File: config.mk
export PLATFORM = sky130hd
export DESIGN_NAME = seq_detect_ctrl
export DESIGN_NICKNAME = d
export VERILOG_FILES = /design/src/rtl/seq_detect_pkg.sv /design/src/rtl/seq_shift_match.sv /design/src/rtl/seq_detect_ctrl.sv
export SDC_FILE = /design/constraint.sdc
export NUM_CORES = 1
export LEC_CHECK = 0
export ABC_AREA = 1
export BUFFER_PORTS_ARGS = -buffer_cell sky130_fd_sc_hd__buf_2
export CAP_MARGIN = 25
export CORE_MARGIN = 10
export CORE_UTILIZATION = 65
export CTS_BUF_LIST = sky130_fd_sc_hd__clkbuf_4 sky130_fd_sc_hd__clkbuf_8
export CTS_CLUSTER_SIZE = 14
export DETAILED_ROUTE_END_ITERATION = 8
export GPL_TIMING_DRIVEN = 0
export MAX_ROUTING_LAYER = met4
export PLACE_DENSITY = 0.87
export REMOVE_ABC_BUFFERS = 1
export SLEW_MARGIN = 0
export SYNTH_ARGS = -nofsm -noshare
export SYNTH_HDL_FRONTEND = slang
export SYNTH_HIERARCHICAL = 1
export SYNTH_SLANG_ARGS = --single-unit
File: constraint.sdc
create_clock -name clk -period 5.5 [get_ports clk]
set_clock_uncertainty 0.15 [all_clocks]
set_input_delay 1.1 -clock clk [delete_from_list [all_inputs] [get_ports clk]]
set_output_delay 1.1 -clock clk [all_outputs]
set_load 0.005 [all_outputs]
File: src/rtl/seq_detect_pkg.sv
// Shared types and helpers for the programmable serial pattern-detect controller.
// Optional build macro: SEQ_DETECT_NONOVERLAP_EN (non-overlapping match counting).
package seq_detect_pkg;

    // Default sizing for the controller and its datapath
    localparam int unsigned PAT_W_DEF = 32'd8;
    localparam int unsigned FRM_W_DEF = 32'd16;
    localparam int unsigned CNT_W_DEF = 32'd8;

    // Frame-level controller states
    typedef enum logic [1:0] {
        ST_IDLE = 2'b00,
        ST_RUN  = 2'b01,
        ST_DONE = 2'b10
    } state_t;

    // Map a raw pattern length onto the legal range 1..max_len
    function automatic int unsigned norm_len(input int unsigned raw_len,
                                             input int unsigned max_len);
        int unsigned res;
        if (raw_len == 32'd0) begin
            res = 32'd1;
        end else if (raw_len > max_len) begin
            res = max_len;
        end else begin
            res = raw_len;
        end
        return res;
    endfunction

endpackage

File: src/rtl/seq_shift_match.sv
// Serial history shift register, fill counter and Mealy pattern compare.
// With SEQ_DETECT_NONOVERLAP_EN defined the fill counter restarts on every
// match so consecutive matches never share bits.
module seq_shift_match
    import seq_detect_pkg::*;
#(
    parameter int unsigned PAT_W = PAT_W_DEF,
    parameter int unsigned LEN_W = $clog2(PAT_W) + 1
) (
    input  logic             clk,
    input  logic             rst_n,
    input  logic             clear_i,
    input  logic             run_i,
    input  logic             valid_i,
    input  logic             a_i,
    input  logic [PAT_W-1:0] pattern_i,
    input  logic [LEN_W-1:0] len_i,
    output logic             y_o
);

    logic [PAT_W-1:0] hist_q;
    logic [LEN_W-1:0] hist_cnt_q;

    logic [PAT_W-1:0] cand_s;
    logic [PAT_W-1:0] len_mask_s;
    logic [LEN_W-1:0] need_s;
    logic             fill_ok_s;
    logic             bits_eq_s;
    logic             hit_s;

    // Candidate word (history plus current bit) compared against the low len bits of the pattern
    always_comb begin
        cand_s     = {hist_q[PAT_W-2:0], a_i};
        len_mask_s = '0;
        for (int i = 0; i < int'(PAT_W); i++) begin
            if (LEN_W'(i) < len_i) begin
                len_mask_s[i] = 1'b1;
            end else begin
                len_mask_s[i] = 1'b0;
            end
        end
        // len_i is always normalised to at least one, so this never wraps
        need_s    = len_i - LEN_W'(1);
        fill_ok_s = (hist_cnt_q >= need_s);
        bits_eq_s = (((cand_s ^ pattern_i) & len_mask_s) == '0);
        // Reset gates the output so Y is quiet for the whole reset-low window
        hit_s     = rst_n & run_i & valid_i & fill_ok_s & bits_eq_s;
    end

    assign y_o = hit_s;

    // History and fill count advance only on qualified bits while running
    always_ff @(posedge clk) begin
        if (!rst_n) begin
            hist_q     <= '0;
            hist_cnt_q <= '0;
        end else if (clear_i) begin
            hist_q     <= '0;
            hist_cnt_q <= '0;
        end else if (run_i && valid_i) begin
            hist_q <= cand_s;
`ifdef SEQ_DETECT_NONOVERLAP_EN
            if (hit_s) begin
                hist_cnt_q <= '0;
            end else if (hist_cnt_q < LEN_W'(PAT_W)) begin
                hist_cnt_q <= hist_cnt_q + LEN_W'(1);
            end else begin
                hist_cnt_q <= hist_cnt_q;
            end
`else
            if (hist_cnt_q < LEN_W'(PAT_W)) begin
                hist_cnt_q <= hist_cnt_q + LEN_W'(1);
            end else begin
                hist_cnt_q <= hist_cnt_q;
            end
`endif
        end else begin
            hist_q     <= hist_q;
            hist_cnt_q <= hist_cnt_q;
        end
    end

endmodule

File: src/rtl/seq_detect_ctrl.sv
// Run-time programmable serial pattern-detect controller: arms on start,
// counts Mealy matches over a frame of qualified bits, then pulses done.
// Optional build macro: SEQ_DETECT_NONOVERLAP_EN (non-overlapping counting,
// implemented inside seq_shift_match; the port list is identical either way).
module seq_detect_ctrl
    import seq_detect_pkg::*;
#(
    parameter int unsigned PAT_W = PAT_W_DEF,
    parameter int unsigned FRM_W = FRM_W_DEF,
    parameter int unsigned CNT_W = CNT_W_DEF
) (
    input  logic                 clk,
    input  logic                 reset,
    input  logic                 start,
    input  logic                 abort,
    input  logic [PAT_W-1:0]     cfg_pattern,
    input  logic [$clog2(PAT_W):0] cfg_len,
    input  logic [FRM_W-1:0]     cfg_frame_len,
    input  logic                 in_valid,
    input  logic                 A,
    output logic                 Y,
    output logic                 busy,
    output logic                 done,
    output logic [CNT_W-1:0]     match_cnt
);

    localparam int unsigned LEN_W = $clog2(PAT_W) + 1;

    state_t           state_q;
    logic [PAT_W-1:0] pat_q;
    logic [LEN_W-1:0] len_q;
    logic [FRM_W-1:0] frame_len_q;
    logic [FRM_W-1:0] bit_idx_q;
    logic [CNT_W-1:0] match_cnt_q;
    logic             busy_q;
    logic             done_q;

    logic [LEN_W-1:0] len_norm_s;
    logic [FRM_W-1:0] frame_norm_s;
    logic             run_s;
    logic             start_ok_s;
    logic             last_bit_s;
    logic [FRM_W-1:0] bit_idx_d;
    logic [CNT_W-1:0] match_cnt_d;
    logic             y_s;

    // Configuration normalisation, start qualification and counter next values
    always_comb begin
        len_norm_s = LEN_W'(norm_len(32'(cfg_len), PAT_W));
        if (cfg_frame_len == '0) begin
            frame_norm_s = FRM_W'(1);
        end else begin
            frame_norm_s = cfg_frame_len;
        end
        run_s = (state_q == ST_RUN);
        // abort beats start; start is only honoured while not running
        start_ok_s = start & ~abort & ((state_q == ST_IDLE) | (state_q == ST_DONE));
        last_bit_s = (bit_idx_q == (frame_len_q - FRM_W'(1)));
        bit_idx_d  = bit_idx_q + FRM_W'(1);
        if (y_s && (match_cnt_q != {CNT_W{1'b1}})) begin
            match_cnt_d = match_cnt_q + CNT_W'(1);
        end else begin
            match_cnt_d = match_cnt_q;
        end
    end

    seq_shift_match #(
        .PAT_W (PAT_W),
        .LEN_W (LEN_W)
    ) u_shift_match (
        .clk       (clk),
        .rst_n     (reset),
        .clear_i   (start_ok_s),
        .run_i     (run_s),
        .valid_i   (in_valid),
        .a_i       (A),
        .pattern_i (pat_q),
        .len_i     (len_q),
        .y_o       (y_s)
    );

    // Frame FSM with registered busy/done/match count
    always_ff @(posedge clk) begin
        if (!reset) begin
            state_q     <= ST_IDLE;
            pat_q       <= '0;
            len_q       <= LEN_W'(1);
            frame_len_q <= FRM_W'(1);
            bit_idx_q   <= '0;
            match_cnt_q <= '0;
            busy_q      <= 1'b0;
            done_q      <= 1'b0;
        end else begin
            done_q <= 1'b0;
            case (state_q)
                ST_IDLE, ST_DONE: begin
                    if (start_ok_s) begin
                        state_q     <= ST_RUN;
                        busy_q      <= 1'b1;
                        pat_q       <= cfg_pattern;
                        len_q       <= len_norm_s;
                        frame_len_q <= frame_norm_s;
                        bit_idx_q   <= '0;
                        match_cnt_q <= '0;
                    end else begin
                        state_q <= ST_IDLE;
                        busy_q  <= 1'b0;
                    end
                end
                ST_RUN: begin
                    if (abort) begin
                        // match count is kept for the host to read
                        state_q <= ST_IDLE;
                        busy_q  <= 1'b0;
                    end else if (in_valid) begin
                        bit_idx_q   <= bit_idx_d;
                        match_cnt_q <= match_cnt_d;
                        if (last_bit_s) begin
                            state_q <= ST_DONE;
                            busy_q  <= 1'b0;
                            done_q  <= 1'b1;
                        end else begin
                            state_q <= ST_RUN;
                            busy_q  <= 1'b1;
                        end
                    end else begin
                        state_q <= ST_RUN;
                        busy_q  <= 1'b1;
                    end
                end
                default: begin
                    state_q <= ST_IDLE;
                    busy_q  <= 1'b0;
                end
            endcase
        end
    end

    assign Y         = y_s;
    assign busy      = busy_q;
    assign done      = done_q;
    assign match_cnt = match_cnt_q;

endmodule

Word level (Yosys, flattened, before mapping). Index checks and enable logic that the tools add are counted.

Bitwise logic cells: 13. Order comparisons: 11. Multiplexer cells: 31. Reductions and logical operators: 14. Equality and inequality tests: 8. Add/subtract/negate cells: 5.

Operators with widths (number): $mux W16 (4); $mux W8 (4); $pmux W16 S2 (1); $add A16 B1 Y16 const B (1); $eq A16 B16 Y1 (1); $logic_not A16 Y1 (1); $lt A3 B4 Y1 const A (4); $pmux W8 S2 (1); $sub A16 B1 Y16 const B (1); $mux W1 (14); $add A8 B1 Y8 const B (1); $and A8 B8 Y8 (1); $logic_not A8 Y1 (1); $lt A1 B4 Y1 const A (2); $lt A2 B4 Y1 const A (2); $mux W4 (2); $ne A2 B2 Y1 const B (4); $ne A8 B8 Y1 const B (1); $xor A8 B8 Y8 (1); $and A1 B1 Y1 (6); $mux W2 (3); $reduce_and A5 Y1 (1); $add A4 B1 Y4 const B (1); $ge A4 B4 Y1 (1); 17 further kinds (23).

Bits in registers: 67. Output and inout port bits: 11. Input bits: 34. Word-level logic and storage cells: 92.

Depth between registers and ports, before layout. Gate-level depths: netlist (run 1).

Word-level depth: 10. Depth in mapped cells: 16. Mapped depth without buffers: 16.

Cells and area by module. The synthesis (run 1) kept the hierarchy.

Modules (own cells, without submodules): seq_detect_ctrl (sequential area each 1101.1 um2, instances 1, cells an instance 454, area each 3094.2 um2); seq_shift_match (sequential area each 220.2 um2, instances 1, cells an instance 135, area each 823.3 um2).

Worst setup path before layout (run 1). OpenSTA, ideal clock, no wires.

Path type: in2out. Start: in A. End: out Y. Arrival time: 1.715 ns. Data required time: 4.250 ns. Buffers on the path: 0. Path slack: 2.535 ns. Stages on the path: 6. Cell sequence: or2_2 > nand3_1 > nand2_1 > inv_1 > nand2_1 > nor2_2.

Cells in the longest elaborated chain, start to end: 4.

Ends and longest elaborated chain: start: declaration (line seq_detect_ctrl.sv:20) `input logic A,`; $xor A8 B8 Y8 (line seq_shift_match.sv:45) `bits_eq_s = (((cand_s ^ pattern_i) & len_mask_s) == '0);`; $and A8 B8 Y8 (line seq_shift_match.sv:45); $logic_not A8 Y1 (line seq_shift_match.sv:45); $and A1 B1 Y1 (line seq_shift_match.sv:47) `hit_s = rst_n & run_i & valid_i & fill_ok_s & bits_eq_s;`; end: declaration (line seq_detect_ctrl.sv:21) `output logic Y,`.

No other way between the ends.

Final worst setup path (run 1).
Start: in in_valid. End: out Y.

Cells in the longest elaborated chain, start to end: 3.

Ends and longest elaborated chain: start: declaration (line seq_detect_ctrl.sv:19) `input logic in_valid,`; $and A1 B1 Y1 (3 in series) (line seq_shift_match.sv:47).

No other way between the ends.

==> results by group, run 1 <==
Run status
  • Status: finished clean

Yosys
  • Cells after Synth: 589
  • Synth Register Bits: 66
  • Register area share after synthesis: 0.337
  • Post-synthesis cell area: 3920 um^2
  • Avg Inst Size Synth: 6.65 um^2
  • Yosys warning total: 6
  • Distinct cell type count after synthesis: 33

Critical path
  • CP Cell Sequence: buf_2, nand2_1, nor2_1, nand2_1, nor2_1, nand2_1, nor2_2, buf_2
  • CP arrival: 2.34 ns
  • CP max stage delay: around 0.34 ns
  • Reg2reg setup slack: roughly 3.0 ns
  • Crit. End Element: output port
  • WS Path Type: input pin to output port
  • WP data required: 4.25 ns
  • Worst setup SP type: input pin
  • Cell mode on critical path: nand2_1
  • Slowest-stage cell, CP: nand2_1
  • Worst Path Max Fanout: 17

CTS
  • Clock Tree Buf Depth: 2
  • Clk Latency, worst-skew pair: roughly 0.35 ns
  • CTS tree: yes
  • TritonCTS Buffers: 9
  • CTS Sinks: 66
  • Post-CTS repair timing setup buffer count: 0
  • Clk pin slew, worst setup/hold paths: 0.08 ns
  • Quantity of hold-fixing buffers added after cts: 0
  • Clock root buffer: clkbuf_8
  • CTS resizes: 0
  • CTS H-Tree Depth: 3

STA
  • Final Hold Viols: 0
  • Final period util: 0.652
  • Slew @ Worst Pin: 0.668 ns
  • Fin. max-slew vios: 0
  • Final setup vio count: 0
  • Setup TNS: 0 ns
  • Unrepaired setup endpoints after global routing: false
  • Fin crit period: about 3.6 ns
  • Fmax achieved: 279 MHz
  • Worst slew margin: 0.553

Power and ir drop
  • Final total power: 1.04 mW
  • PD cells: approximately 240 nW/um^2
  • Leak Pwr: 1.99 nW
  • Peak supply drop: about 0.00020 V

Cells and area
  • Antenna cell count: 0
  • Most common cell after layout, fill and taps aside: nand2_1
  • Layout cells sized above 1: 0.139
  • Net count, final: 676
  • Most frequent cells in the layout: nand2_1, inv_1, dfxtp_1, nor2_1, nand3_1
  • Area grow syn2layout: 11.0%

Global route
  • Pin count of the biggest net entering global routing: 27
  • Vias in the first global route: 3729
  • First-pass GRT wire length: between 15 and 20 mm
  • Number of antenna violations at the first check in global routing: 0
  • Global route total overflow: 0
  • GR Util All Layers: 0.210

Hold path
  • Hold crit path type: flop to flop

Place
  • Gpl congestion: 0.936
  • IO Port Bufs: 44
  • Dpl hpwl: roughly 7.4 mm

Routing
  • Post-Route WL: 9.89 mm
  • Routed WL per cell: roughly 14 um
  • Starting DRT DRC Count: 268
  • Post-route ant nets: 0
  • Residual DRC count: 0
  • Vias: 3977
  • DRT Pass-1 Iters: 5
  • DR vias/cell: ~5.6

Job
  • Max cap viols: 0

Floorplan
  • Initial Util: 0.666
  • Die width: 97.6 um
  • IO Count: 45
  • FP Rows: 28
  • Die Height: 97.6 um
  • CORE AREA: roughly 6000 um^2
  • Die ar.: 9530 um^2
-- logic make-up (layout without fill, tap and decap cells) --
kind of cell | count (synthesis) | after routing | synth area share
adders and majority gates | 11 | 11 | 0.0351
buffers and inverters | 88 | 134 | 0.0885
AOI/OAI and AO/OA | 80 | 80 | 0.117
and+or+nand+nor | 320 | 320 | 0.368
xor gates and xnor gates | 24 | 24 | 0.0537
DFF | 66 | 66 | 0.337
-- stage by stage --
step | hold slack (ns) | area (um^2) | std cells | util | worst slack (ns)
floorplan | 0.294 | 3850 | 575 | - | 2.48
global placement | 0.306 | 4160 | 694 | 0.707 | 1.96
detailed placement | 0.318 | 4170 | 695 | 0.709 | 1.96
CTS | 0.329 | 4350 | 710 | 0.739 | 1.95
global route | 0.353 | 4350 | 710 | 0.739 | 1.83
finish | 0.328 | 4350 | 710 | 0.739 | 1.91
-- layer usage --
layer	track usage	wire length, um	share of wire
met1	0.257	4490	0.45
met3	0.0512	611	0.062
met5	-	0	0
met2	0.328	4580	0.46
met4	0.0761	199	0.020
-- registers in the layout, indices dropped and copies added, names as in the netlist --
| register | count |
|---|---|
| bit_idx_q | 16 |
| done | 1 |
| frame_len_q | 16 |
| len_q | 4 |
| match_cnt | 8 |
| pat_q | 8 |
| state_q | 2 |
| u_shift_match/hist_cnt_q | 4 |
| u_shift_match/hist_q | 7 |
-- final cells by class --
class	instances	area, um^2
multi-input cells	435	2250
clock buffers	11	145
repair buffers	45	231
clock inverters	4	28.8
inverters	74	278
flip-flops and latches	66	1320
fillers	481	1540
well taps	75	93.8
-- synth_stat cells --
cell type  instances  area [um^2]
o21bai_1           1         7.51
buf_2              7         35.0
nor2_4             6         67.6
nand4_1            7         43.8
o21ai_0           30          150
ha_1              11          138
nand2_1          149          559
clkbuf_1           5         18.8
and2_1             1         6.26
nand2_2            4         25.0
nand2_4            1         11.3
buf_4              2         15.0
xor2_1            15          131
o22ai_1            1         6.26
nand3b_1           1         7.51
a21boi_0           1         7.51
xnor2_1            9         78.8
nor4_2             1         12.5
nor2_2             5         31.3
inv_2              4         15.0
nor3_1            15         75.1
a32o_1             2         20.0
a21oi_1           33          165
dfxtp_1           66         1320
or2_2              2         12.5
nor4_1             4         25.0
nand3_2            3         30.0
nor3_2             2         20.0
inv_1             70          263
nor2_1            64          240
a211oi_1           2         15.0
nand3_1           55          275
a22o_1            10         87.6
-- final timing paths --
check	startpoint	end	cells past startpoint
worst max-delay path	in_valid	Y	8
worst min-delay path	u_shift_match/hist_q[6]	u_shift_match/hist_q[6]	2
worst max register to register	state_q[0]	match_cnt[3]	14
worst min register to register	u_shift_match/hist_q[6]	u_shift_match/hist_q[6]	2
-- worst max-delay path, delay by kind of cell --
family,cells,cell delay (ns)
buf+inv,2,0.27
simple gates,6,0.96
-- power breakdown --
group          internal (mW)  leakage [nW]  switching, mW  total [mW]
logic                 0.0595          1.37          0.105       0.165
registers              0.492         0.536         0.0161       0.508
clock network          0.178        0.0848          0.190       0.368
(Power assumes the default switching activity.)
==> run 2, diff against run 1 <==
--- a/config.mk
+++ b/config.mk
@@ -5,17 +5,17 @@
 export SDC_FILE = /design/constraint.sdc
 export NUM_CORES = 1
 export LEC_CHECK = 0
-export ABC_AREA = 1
+export ABC_AREA = 0
 export BUFFER_PORTS_ARGS = -buffer_cell sky130_fd_sc_hd__buf_2
 export CAP_MARGIN = 25
 export CORE_MARGIN = 10
-export CORE_UTILIZATION = 65
+export CORE_UTILIZATION = 54
 export CTS_BUF_LIST = sky130_fd_sc_hd__clkbuf_4 sky130_fd_sc_hd__clkbuf_8
 export CTS_CLUSTER_SIZE = 14
 export DETAILED_ROUTE_END_ITERATION = 8
 export GPL_TIMING_DRIVEN = 0
 export MAX_ROUTING_LAYER = met4
-export PLACE_DENSITY = 0.87
+export PLACE_DENSITY = 0.78
 export REMOVE_ABC_BUFFERS = 1
 export SLEW_MARGIN = 0
 export SYNTH_ARGS = -nofsm -noshare
==> constraint.sdc (replaced) <==
create_clock -name clk -period 2.9 [get_ports clk]
set_clock_uncertainty 0.15 [all_clocks]
set_input_delay 0.58 -clock clk [delete_from_list [all_inputs] [get_ports clk]]
set_output_delay 0.58 -clock clk [all_outputs]
set_load 0.005 [all_outputs]
==> results by group, run 2 <==
Run status
  • Status: finished with violations (was finished clean)
  • Failing checks: setup timing

Yosys
  • Top-count cell post-synth: nand2_1 (unchanged)
  • Top post-synthesis cells by area: dfxtp_1, nand2_1, xnor2_1 (was dfxtp_1, nand2_1, nand3_1)
  • Most frequent cells after synthesis: nand2_1, dfxtp_1, nor2_1, xnor2_1, xor2_1 (was nand2_1, inv_1, dfxtp_1, nor2_1, nand3_1)
  • Post-synth top area share: 0.374 (was 0.337)
  • Register area share after synthesis: 0.374 (was 0.337)
  • Synth Register Bits: 66 (unchanged)
  • Yosys warning total: 6 (unchanged)
  • Cells after Synth: 430 (was 589)
  • Asr flop ratio synth: 0 (unchanged)
  • Post-synth top area cell: dfxtp_1 (unchanged)
  • Avg Inst Size Synth: 8.21 um^2 (was 6.65 um^2)
  • Ys flop type: dfxtp_1 (unchanged)
  • Distinct cell type count after synthesis: 54 (was 33)
  • Post-synth EDFFs: 0 (unchanged)
  • Post-synthesis cell area: 3530 um^2 (was 3920 um^2)

Hold path
  • Hold crit path type: input pin to flop (was flop to flop)
  • Hold_sp: cfg_frame_len[1] (was u_shift_match/hist_q[6])
  • Hold Path Cell Cnt: 3 (was 2)
  • Worst Hold End: frame_len_q[1] (was u_shift_match/hist_q[6])

STA
  • Final WS setup: -0.0131 ns (was 1.91 ns)
  • Fin crit period: 2.91 ns
  • Final setup vio count: 1 (was 0)
  • Unrepaired setup endpoints after global routing: true (was false)
  • Hold Worst Slack: 0.305 ns (was 0.328 ns)
  • Fmax achieved: 343 MHz
  • Final Hold Viols: 0 (unchanged)
  • Slew @ Worst Pin: 0.969 ns (was 0.668 ns)
  • Fin. max-slew vios: 0 (unchanged)
  • Final period util: 1.00
  • Worst slew margin: 0.352 (was 0.553)

Power and ir drop
  • Leak Pwr: 1.58 nW (was 1.99 nW)
  • PD cells: 503 nW/um^2 (was 240 nW/um^2)
  • Peak supply drop: 0.000502 V (was 0.000200 V)

Floorplan
  • FP Rows: 29 (was 28)
  • Die Height: 101 um (was 97.6 um)
  • Initial Util: 0.556 (was 0.666)
  • Die width: 101 um (was 97.6 um)
  • Die ar.: 10200 um^2 (was 9530 um^2)
  • CORE AREA: 6350 um^2 (was 5890 um^2)
  • IO Count: 45 (unchanged)

CTS
  • CTS tree: yes (unchanged)
  • CTS Sinks: 66 (unchanged)
  • Clock root buffer: clkbuf_8 (unchanged)
  • Clk pin slew, worst setup/hold paths: 0.07 ns (was 0.08 ns)
  • Clk Latency, worst-skew pair: 0.34 ns (was 0.35 ns)
  • CTS H-Tree Depth: 3 (unchanged)
  • TritonCTS Buffers: 9 (unchanged)
  • Clock Tree Buf Depth: 2 (unchanged)

Critical path
  • Crit. End Element: output port (unchanged)
  • Worst Path Max Fanout: 3 (was 17)
  • CP Cell Sequence: inv_4, ha_4, xnor2_1, ha_1, o21a_1, o22ai_1, or3b_4, nor3_4, buf_2 (was buf_2, nand2_1, nor2_1, nand2_1, nor2_1, nand2_1, nor2_2, buf_2)
  • Critical Path Start: len_q[1] (was in_valid)
  • CP max stage delay: 0.39 ns (was 0.34 ns)
  • FF-to-FF End: frame_len_q[2] (was match_cnt[3])
  • Worst setup SP type: flop (was input pin)
  • Slowest-stage cell, CP: or3b_4 (was nand2_1)
  • WS Path Type: flop to output port (was input pin to output port)
  • Reg2reg setup slack: 0.15 ns (was 2.95 ns)
  • WP data required: 2.17 ns (was 4.25 ns)
  • Worst r2r path cells: 5 (was 14)
  • CP arrival: 2.18 ns (was 2.34 ns)
  • R2R Path Start: state_q[0] (unchanged)

Cells and area
  • Layout cells sized above 1: 0.178 (was 0.139)
  • Area occupied by multi-input gates: 2140 um^2 (was 2250 um^2)
  • Regs by FF count: bit_idx_q (16), frame_len_q (16) (unchanged)
  • Most frequent cells in the layout: nand2_1, dfxtp_1, buf_2, nor2_1, xnor2_1 (was nand2_1, inv_1, dfxtp_1, nor2_1, nand3_1)
  • Antenna cell count: 0 (unchanged)
  • Filler cells: 533 (was 481)
  • Most common cell after layout, fill and taps aside: nand2_1 (unchanged)
  • Final Core Density: 0.648 (was 0.739)
  • Storage cell area: 1330 um^2 (was 1320 um^2)
  • Net count, final: 517 (was 676)
  • Area grow syn2layout: 16.4% (was 11.0%)

Job
  • Max cap viols: 0 (unchanged)

Routing
  • Starting DRT DRC Count: 192 (was 268)
  • Vias: 3184 (was 3977)
  • Residual DRC count: 0 (unchanged)
  • Post-route ant nets: 0 (unchanged)
  • Routed WL per cell: 15.8 um (was 13.9 um)
  • DRT Pass-1 Iters: 6 (was 5)
  • DR vias/cell: 5.75 (was 5.60)
  • Post-Route WL: 8.77 mm (was 9.89 mm)

Global route
  • Vias in the first global route: 3104 (was 3729)
  • Pin count of the biggest net entering global routing: 28 (was 27)
  • Global route total overflow: 0 (unchanged)
  • GR Util All Layers: 0.178 (was 0.210)
  • Number of antenna violations at the first check in global routing: 0 (unchanged)
  • First-pass GRT wire length: 14.5 mm (was 16.6 mm)

Place
  • Dpl hpwl: 6.17 mm (was 7.37 mm)
  • Gpl congestion: 0.900 (was 0.936)
  • IO Port Bufs: 44 (unchanged)
[run 2: repair_timing]
| item | in CTS | in global routing |
|---|---|---|
| gates cloned | 0 | 2 |
| gates resized for setup | 14 | 6 |
| hold buffers | 0 | 0 |
| setup endpoints to repair | 6 | 20 |
| setup buffers | 4 | 0 |
| pin swaps | 1 | 0 |
[run 2: cell families after synthesis]
| family | synth area share |
|---|---|
| AND/OR/NAND/NOR | 0.277 |
| AO/OA/AOI/OAI | 0.152 |
| flip-flops | 0.374 |
| XOR/XNOR | 0.119 |
| adder cells (fa/ha/maj) | 0.0390 |
| buffers and inverters | 0.0358 |
| multiplexers | 0.00283 |
[run 2: final cells by class]
cell class	count	share of cell area
Clock buffer	10	0.0335
Clock inverter	6	0.0219
Inverter	13	0.0134
Multi-Input combinational cell	333	0.521
Sequential cell	66	0.323
Tap cell	77	0.0234
Timing Repair Buffer	48	0.0618
Timing Repair inverter	1	0.00122
[run 2: how the worst max path moves through the flow]
stage               cells after the start              to
finish                                  9               Y
global route                            9               Y
CTS                                     9               Y
detailed placement                      6  frame_len_q[0]
global placement                        7  frame_len_q[7]
floorplan                              12    match_cnt[7]
[run 2: metrics by stage]
| step | cells | instance area (um^2) | TNS, ns | power [mW] | worst slack, ns |
|---|---|---|---|---|---|
| global route | 554 | 4110 | -0.154 | 2.15 | -0.154 |
| CTS | 552 | 4070 | 0 | 2.07 | 0.00282 |
| finish | 554 | 4110 | -0.0131 | 2.07 | -0.0131 |
| floorplan | 411 | 3450 | 0 | 1.12 | 0.233 |
| detailed placement | 532 | 3770 | -1.98 | 1.20 | -0.170 |
| global placement | 532 | 3770 | -1.75 | 1.19 | -0.161 |
[run 2: where the power goes]
part / switching [mW] / internal, mW / total (mW)
Combinational: 0.138 / 0.105 / 0.243
Sequential: 0.0301 / 0.927 / 0.957
Clock: 0.359 / 0.509 / 0.868
Total: 0.528 / 1.54 / 2.07
[run 2: worst max-delay path: cells and delay by family (launching register included)]
family	cells	cell delay [ns]
buffers and inverters	2	0.19
AND/OR/NAND/NOR	2	0.54
adder cells (fa/ha/maj)	2	0.44
flip-flops	1	0.38
AO/OA/AOI/OAI	2	0.17
XOR/XNOR	1	0.13
[run 2: metal layers]
| metal | up-vias | GRT usage | wire [um] |
|---|---|---|---|
| met3 | 14 | 0.0542 | 497 |
| met2 | 97 | 0.277 | 4080 |
| met5 | - | - | 0 |
| li1 | 1598 | - | - |
| met4 | 0 | 0.0446 | 94 |
| met1 | 1475 | 0.220 | 4100 |
